--- src/rtl/seq_alu.sv ---
// Sequential ALU: single-cycle logic ops, WIDTH-step shift-add multiply and restoring divide.
// Define SEQ_ALU_DIV_EN to build the divider; otherwise op 111 reports an error immediately.
module seq_alu #(
  parameter int WIDTH = 8
) (
  input  logic               clk,
  input  logic               rst_n,
  input  logic               in_valid,
  output logic               in_ready,
  input  logic [WIDTH-1:0]   in_a,
  input  logic [WIDTH-1:0]   in_b,
  input  logic [2:0]         in_op,
  output logic               out_valid,
  input  logic               out_ready,
  output logic [2*WIDTH-1:0] out_result,
  output logic               out_zero,
  output logic               out_err
);
  localparam int CW = $clog2(WIDTH + 1);
  localparam logic [2:0] OP_ADD = 3'b000, OP_SUB = 3'b001, OP_AND = 3'b010, OP_OR  = 3'b011,
                         OP_XOR = 3'b100, OP_NOT = 3'b101, OP_MUL = 3'b110, OP_DIV = 3'b111;

  typedef enum logic [1:0] {IDLE, BUSY, DONE} state_t;

  state_t               state_q;
  logic                 in_ready_q, out_valid_q, err_q;
  logic [2*WIDTH-1:0]   res_q;
  logic [WIDTH-1:0]     opnd_q;
  logic [2*WIDTH:0]     acc_q;   // {hi(W+1), lo(W)}: product/multiplier or remainder/quotient
  logic [CW-1:0]        cnt_q;
`ifdef SEQ_ALU_DIV_EN
  logic                 is_div_q;
`endif

  logic [2*WIDTH-1:0]   fast_res_d;
  logic                 fast_err_d, start_seq_d;
  logic [WIDTH-1:0]     opnd_d, lo_d;
  logic [WIDTH:0]       mul_sum_d;
  logic [2*WIDTH:0]     mul_next_d, step_d;

  always_comb begin
    fast_res_d  = '0;
    fast_err_d  = 1'b0;
    start_seq_d = 1'b0;
    opnd_d      = in_a;
    lo_d        = in_b;
    case (in_op)
      OP_ADD: fast_res_d = (2*WIDTH)'(in_a) + (2*WIDTH)'(in_b);
      OP_SUB: fast_res_d = (2*WIDTH)'(in_a) - (2*WIDTH)'(in_b);
      OP_AND: fast_res_d = {{WIDTH{1'b0}}, in_a & in_b};
      OP_OR:  fast_res_d = {{WIDTH{1'b0}}, in_a | in_b};
      OP_XOR: fast_res_d = {{WIDTH{1'b0}}, in_a ^ in_b};
      OP_NOT: fast_res_d = {~in_b, ~in_a};
      OP_MUL: start_seq_d = 1'b1;
      OP_DIV: begin
`ifdef SEQ_ALU_DIV_EN
        opnd_d = in_b;
        lo_d   = in_a;
        if (in_b != '0) start_seq_d = 1'b1;
        else            fast_err_d  = 1'b1;
`else
        fast_err_d = 1'b1;
`endif
      end
      default: fast_err_d = 1'b1;
    endcase
  end

  // Shift-add: add multiplicand into the high half when the multiplier LSB is set, then shift right.
  always_comb begin
    mul_sum_d  = acc_q[2*WIDTH:WIDTH] + (acc_q[0] ? {1'b0, opnd_q} : '0);
    mul_next_d = {1'b0, mul_sum_d, acc_q[WIDTH-1:1]};
    step_d     = mul_next_d;
  end

`ifdef SEQ_ALU_DIV_EN
  logic [2*WIDTH:0] div_sh_d, div_next_d;
  logic [WIDTH:0]   div_trial_d;
  // Restoring step: shift in the next dividend bit, keep the subtraction only if it does not borrow.
  always_comb begin
    div_sh_d    = {acc_q[2*WIDTH-1:0], 1'b0};
    div_trial_d = div_sh_d[2*WIDTH:WIDTH] - {1'b0, opnd_q};
    div_next_d  = div_sh_d;
    if (div_sh_d[2*WIDTH:WIDTH] >= {1'b0, opnd_q})
      div_next_d = {div_trial_d, div_sh_d[WIDTH-1:1], 1'b1};
    if (is_div_q) step_d = div_next_d;
  end
`endif

  always_ff @(posedge clk) begin
    if (!rst_n) begin
      state_q     <= IDLE;
      in_ready_q  <= 1'b1;
      out_valid_q <= 1'b0;
      err_q       <= 1'b0;
      res_q       <= '0;
      opnd_q      <= '0;
      acc_q       <= '0;
      cnt_q       <= '0;
`ifdef SEQ_ALU_DIV_EN
      is_div_q    <= 1'b0;
`endif
    end else begin
      case (state_q)
        IDLE: if (in_valid) begin
          in_ready_q <= 1'b0;
          if (start_seq_d) begin
            state_q <= BUSY;
            cnt_q   <= '0;
            opnd_q  <= opnd_d;
            acc_q   <= {{(WIDTH+1){1'b0}}, lo_d};
`ifdef SEQ_ALU_DIV_EN
            is_div_q <= (in_op == OP_DIV);
`endif
          end else begin
            state_q     <= DONE;
            out_valid_q <= 1'b1;
            res_q       <= fast_res_d;
            err_q       <= fast_err_d;
          end
        end
        BUSY: begin
          acc_q <= step_d;
          cnt_q <= cnt_q + 1'b1;
          if (cnt_q == CW'(WIDTH - 1)) begin
            state_q     <= DONE;
            out_valid_q <= 1'b1;
            res_q       <= step_d[2*WIDTH-1:0];
            err_q       <= 1'b0;
          end
        end
        DONE: if (out_ready) begin
          state_q     <= IDLE;
          out_valid_q <= 1'b0;
          in_ready_q  <= 1'b1;
        end
        default: begin
          state_q     <= IDLE;
          in_ready_q  <= 1'b1;
          out_valid_q <= 1'b0;
        end
      endcase
    end
  end

  assign in_ready   = in_ready_q;
  assign out_valid  = out_valid_q;
  assign out_result = res_q;
  assign out_err    = err_q;
  assign out_zero   = out_valid_q & (res_q == '0);
endmodule

--- config.mk ---
export PLATFORM = sky130hd
export DESIGN_NAME = seq_alu
export DESIGN_NICKNAME = d
export VERILOG_FILES = /design/src/rtl/seq_alu.sv
export SDC_FILE = /design/constraint.sdc
export NUM_CORES = 1
export LEC_CHECK = 0
export BUFFER_PORTS_ARGS = -buffer_cell sky130_fd_sc_hd__buf_2
export CAP_MARGIN = 20
export CORE_MARGIN = 10
export CORE_UTILIZATION = 32
export DETAILED_ROUTE_END_ITERATION = 10
export PLACE_DENSITY_LB_ADDON = 0.08
export REMOVE_ABC_BUFFERS = 1
export SLEW_MARGIN = 15
export SYNTH_ARGS = -nofsm -noshare
export SYNTH_HDL_FRONTEND = slang
export SYNTH_SLANG_ARGS = --single-unit
--- constraint.sdc ---
create_clock -name clk -period 3.56 [get_ports clk]
set_input_delay 0.712 -clock clk [delete_from_list [all_inputs] [get_ports clk]]
set_output_delay 0.712 -clock clk [all_outputs]
set_load 0.05 [all_outputs]
# Yosys cells after proc, flatten, opt, wreduce, memory -nomap -nowiden
# Cells that the tools add are included.
classes:
  addsub: 4
  n_eq_ne: 15
  n_mux: 31
  bitwise: 7
  reduce_logical: 10
ops:
  columns: ["cell", "count"]
  rows:
  - ["16-bit one-hot mux with 6 select lines", 1]
  - ["16-bit 2-to-1 mux", 3]
  - ["17-bit 2-to-1 mux", 2]
  - ["17-bit one-hot mux with 2 select lines", 1]
  - ["16-bit one-hot mux with 2 select lines", 1]
  - ["16-bit logical NOT", 1]
  - ["8-bit inverter", 2]
  - ["3-bit == test (second input constant)", 4]
  - ["3-bit AND reduction", 4]
  - ["1-bit 2-to-1 mux", 11]
  - ["2-bit != test (second input constant)", 5]
  - ["8-bit by 8-bit adder with 9-bit output", 1]
  - ["9-bit by 8-bit adder with 9-bit output", 1]
  - ["8-bit by 8-bit subtractor with 9-bit output", 1]
  - ["8-bit AND", 1]
  - ["2-bit 2-to-1 mux", 4]
  - ["4-bit 2-to-1 mux", 2]
  - ["8-bit 2-to-1 mux", 1]
  - ["8-bit OR", 1]
  - ["4-bit one-hot mux with 2 select lines", 1]
  - ["4-bit AND reduction", 2]
  - ["8-bit XOR", 1]
  - ["3-bit by 2-bit == test with 1-bit output (second input constant)", 2]
  - ["1-bit one-hot mux with 3 select lines", 2]
  - ["12 further kinds", 12]
totals:
  ff_bits: 50
  inputBits: 23
  out_inout_bits: 20
  wordCells: 75

# Logic depth before layout (Yosys ltp)
logic_depth:
  depth_word: 5
  ltp_mapped: 9
  mapped_depth_nobuf: 9

# Worst setup path before layout
# No wires, ideal clock.
synth_path:
  path_kind: "flip-flop to output port"
  from: "register out_valid_q (netlist: out_valid)"
  to: "output out_zero"
  arrival_ns: 2.469
  required_time_ns: 2.848
  setup_slack_ns: 0.379
  stages_incl_launch_ff: 4
  n_path_buf: 0
  cell_sequence: "dfxtp_1 > nor4b_1 > nand4_1 > nor4_1"
synth_between:
  elab_chain_len: 1
synth_rtl:
  columns: ["item", "line", "text"]
  rows:
  - ["from (decl)", "26", "logic in_ready_q, out_valid_q, err_q;"]
  - ["from (signal assigned)", "94", "out_valid_q <= 1'b0;"]
  - ["from (signal assigned)", "117", "out_valid_q <= 1'b1;"]
  - ["from (signal assigned)", "127", "out_valid_q <= 1'b1;"]
  - ["1-bit AND", "150", "assign out_zero = out_valid_q & (res_q == '0);"]
  - ["to (decl)", "16", "output logic out_zero,"]
# Every way passes these cells.

# Final worst setup path
layout_path:
  from: "input in_b[0]"
  to: "register res_q[6] (netlist: out_result[6])"
layout_between:
  elab_chain_len: 5
  elab_cells_between_ends: 6
  cone_classes: "2 x add/sub; 4 x mux"
layout_rtl:
  columns: ["item", "line", "text"]
  rows:
  - ["from (decl)", "11", "input logic [WIDTH-1:0] in_b,"]
  - ["8-bit by 8-bit subtractor with 9-bit output or 8-bit by 8-bit adder with 9-bit output (tied branches)", "49, 48", null]
  - ["16-bit one-hot mux with 6 select lines (*)", "47", "case (in_op)"]
  - ["16-bit 2-to-1 mux (*)", "107", "if (start_seq_d) begin"]
  - ["16-bit 2-to-1 mux (*)", "105", "IDLE: if (in_valid) begin"]
  - ["16-bit one-hot mux with 2 select lines (*)", "104", "case (state_q)"]
  - ["to (signal assigned)", "118", "res_q <= fast_res_d;"]
  - ["to (signal assigned)", "128", "res_q <= step_d[2*WIDTH-1:0];"]
  - ["to (decl)", "27", "logic [2*WIDTH-1:0] res_q;"]
# Mark *: on every way between the ends. The rest lies on a longest branch, timed or not. The select of a mux whose other input is x is not followed.
# A chain may end at the register's enable or synchronous reset.

==> impl_metrics.csv <==
group,metric,value,unit
outcome,status,"complete, no violations",
power_and_ir_drop,swShare,34.1,%
logic_synthesis,yosysTopAreaCellShare,25.0,%
clocking,cts_resized,0,
logic_synthesis,synth_cell_type_count,71,
floorplanning,start_util,32.6,%
clocking,clk_pin_slew,0.07,ns
power_and_ir_drop,peakVddDrop,0.000170,V
clocking,ctsHoldBuffers,0,
logic_synthesis,netlist_top_cells_area,"dfxtp_1, ha_1, nand2_1",
logic_synthesis,ys_async_sr_fraction,0,%
logic_synthesis,ys.flop_type,"dfxtp_1",
final_layout,area_growth,12.0,%
logic_synthesis,syn-mean-instance-area,7.67,sq um
sta,whs,0.454,ns
sta,tightest_slew,0.899,ns
clocking,clk_latency,0.29,ns
sta,drv_slew,0,
power_and_ir_drop,leakagePower,1.80,nW
sta,setup_viol,0,
sta,finalCritPeriodShare,83.2,%
final_layout,fin_nets,598,
run,drv_cap,0,
power_and_ir_drop,power.switching,510,uW
grt,grt_pass1_wl,21.2,mm
placement,dp_slack,0.338,ns
clocking,cts_setup_buffers,0,
grt,gr-usage-all-layers,16.0,%
detailed_routing,ant_nets,0,
sta,period_needed,2.96,ns
clocking,cts-root-buf,"clkbuf_16",
power_and_ir_drop,clkPwrFrac,32.2,%
logic_synthesis,synth_cells,511,
floorplanning,core.rowCount,40,
placement,dp_cells,676,
grt,grt_max_degree,38,
sta,rsz0062_at_grt,"no",
logic_synthesis,syn_area,3920,sq um
final_layout,multi_input_area,2640,sq um
final_layout,seq_area,981,sq um
floorplanning,dieHeight,131,um
sta,hold_violations,0,
detailed_routing,routedWlPerCell,20.0,um
detailed_routing,totalWireLength,13.7,mm
critical_path,cp-start-kind,"input port",
final_layout,nFillCells,1299,
critical_path,cp.required,3.70,ns
logic_synthesis,synth-compound-area-share,26.8,%
detailed_routing,drt_iter0_markers,298,
floorplanning,core_area,12000,sq um
logic_synthesis,synth-edff-count,0,
placement,port-buffer-count,42,
final_layout,diodes,0,
floorplanning,ios,43,
logic_synthesis,synth-xor-area-share,0.894,%
power_and_ir_drop,p_per_area,341,nW/um^2
floorplanning,die-width,131,um
final_layout,drive_gt1_share,12.5,%
critical_path,cp_max_fo,6,
clocking,cts_max_path_buffers,2,
logic_synthesis,synthMuxAreaShare,1.60,%
sta,fmax,338,MHz
power_and_ir_drop,p_comb_share,27.9,%
logic_synthesis,ys_top_cells_by_count,"nand2_1, dfxtp_1, nor2_1",
critical_path,critPathKind,"in2reg",
sta,slew_headroom,40.1,%
logic_synthesis,synth_top_family_by_area,"compound AO/OA/AOI/OAI gates",
detailed_routing,firstDrtPassIters,5,
logic_synthesis,synth_most_common_cell,"nand2_1",
logic_synthesis,synthAdderAreaFrac,12.7,%
final_layout,final_cells,684,
critical_path,crit_chain,"buf_2, ha_1, inv_1, fa_1, nand3b_1, a21oi_1, mux2i_1, a2111oi_0, a221oi_1",
grt,antenna_found_initial,0,
grt,grt_pass1_vias,3838,
min_path,hold_class,"reg2reg",
clocking,cts_max_level,2,
placement,detailed_place_hpwl,10.3,mm
detailed_routing,vias_per_cell,5.74,
placement,gp_congestion,0.873,
critical_path,endpoint_kind,"flip-flop",
detailed_routing,vias,3926,
detailed_routing,route.detailed.drc,0,
logic_synthesis,yosys.area_share.simple,25.4,%
logic_synthesis,yosysWarningCount,0,
critical_path,critPathMaxStageDelay,0.71,ns
critical_path,slowest_stage,"a2111oi_0",
logic_synthesis,ys_seq_area_share,25.0,%
sta,skew,0.00624,ns
sta,fin_ws,0.599,ns
logic_synthesis,ys_ff_latch,49,
logic_synthesis,synth_largest_area_cell,"dfxtp_1",
clocking,cts_tree,"done",
clocking,cts.sinks,49,
power_and_ir_drop,seqPwrFrac,39.9,%
power_and_ir_drop,intPower,988,uW
clocking,cts_buffers,5,
critical_path,cp.arrival,3.10,ns
grt,gr-total-overflow,0,
floorplanning,die_area,17100,sq um
sta,fin_setup_tns,0,ns
## layer usage
layer / vias to the layer above / track usage, % / share of wire, %
met5: - / 0 / 0
met4: 0 / 2.81 / 1.1
met3: 15 / 3.18 / 6.0
met2: 118 / 25.9 / 45
met1: 1870 / 21.7 / 48
li1: 1923 / - / -
## worst max-delay path: cells and delay by family
kind / cells / cell delay [ns]
AO/OA/AOI/OAI: 3 / 1.12
adder cells (fa/ha/maj): 2 / 0.68
buffers and inverters: 2 / 0.23
multiplexers: 1 / 0.11
AND/OR/NAND/NOR: 1 / 0.25
## power groups by stage
stage / Sequential (mW) / Combinational (mW) / Clock (mW)
after floorplan: 0.663 / 0.210 / 0
after global placement: 0.610 / 0.414 / 0
after detailed placement: 0.610 / 0.411 / 0
after CTS: 0.598 / 0.414 / 0.493
after global routing: 0.602 / 0.456 / 0.510
final: 0.598 / 0.418 / 0.483
## cell type report
cell class / count / area share [%]
well taps: 147 / 4.19
clock buffers: 7 / 3.25
repair buffers: 50 / 6.90
multi-input cells: 394 / 60.1
flip-flops and latches: 49 / 22.3
inverters: 37 / 3.16
## state kept, by name, indices dropped and copies added, names as in the netlist
register / count
acc_q: 16
out_result: 16
in_ready: 1
out_err: 1
cnt_q: 4
state_q: 2
opnd_q: 8
out_valid: 1
## cell families (layout without fill, tap and decap cells)
family,after synthesis,after routing
AOI/OAI and AO/OA,154,154
xor gates and xnor gates,4,4
adders and majority gates,38,38
buffers and inverters,68,94
DFF,49,49
muxes,5,5
and+or+nand+nor,193,193
## per-stage QoR
step                instance area (sq um)  util, %  power [mW]
finish                               4390     36.5        1.50
global route                         4390     36.5        1.57
CTS                                  4360     36.3        1.50
detailed placement                   4220     35.1        1.02
global placement                     4220     35.1        1.02
floorplan                            3760        -       0.874
## path summary, 6_finish.rpt
check | from | to | slack, ns | cells after the start
worst max register to register | acc_q[0] | out_result[15] | 0.97 | 9
worst max-delay path | in_b[0] | out_result[6] | 0.60 | 9
worst min register to register | opnd_q[4] | opnd_q[4] | 0.45 | 2
worst min-delay path | opnd_q[4] | opnd_q[4] | 0.45 | 2
## layout by cell type, fill, tap and decap left out, drive strengths merged, types with 3 or more instances in the layout
cell type and instances:
a2111oi 5, a21oi 37, nor2b 10, nand3b 4
o211ai 12, o21ai 22, nor3b 4, a211oi 6
nor3 10, fa 3, and2 10, nand2b 8
dfxtp 49, a31oi 11, mux2i 4, nor4 5
o21bai 5, o22ai 7, or3 6, nor2 42
a21o 4, o311ai 4, buf 50, and4 3
ha 35, nand4 3, o221ai 5, nand3 21
clkbuf 7, inv 35, a311oi 8, or4 3
nand2 55, o31ai 7, o21a 3, o2111ai 4
Power figures use the tool's default switching activity.
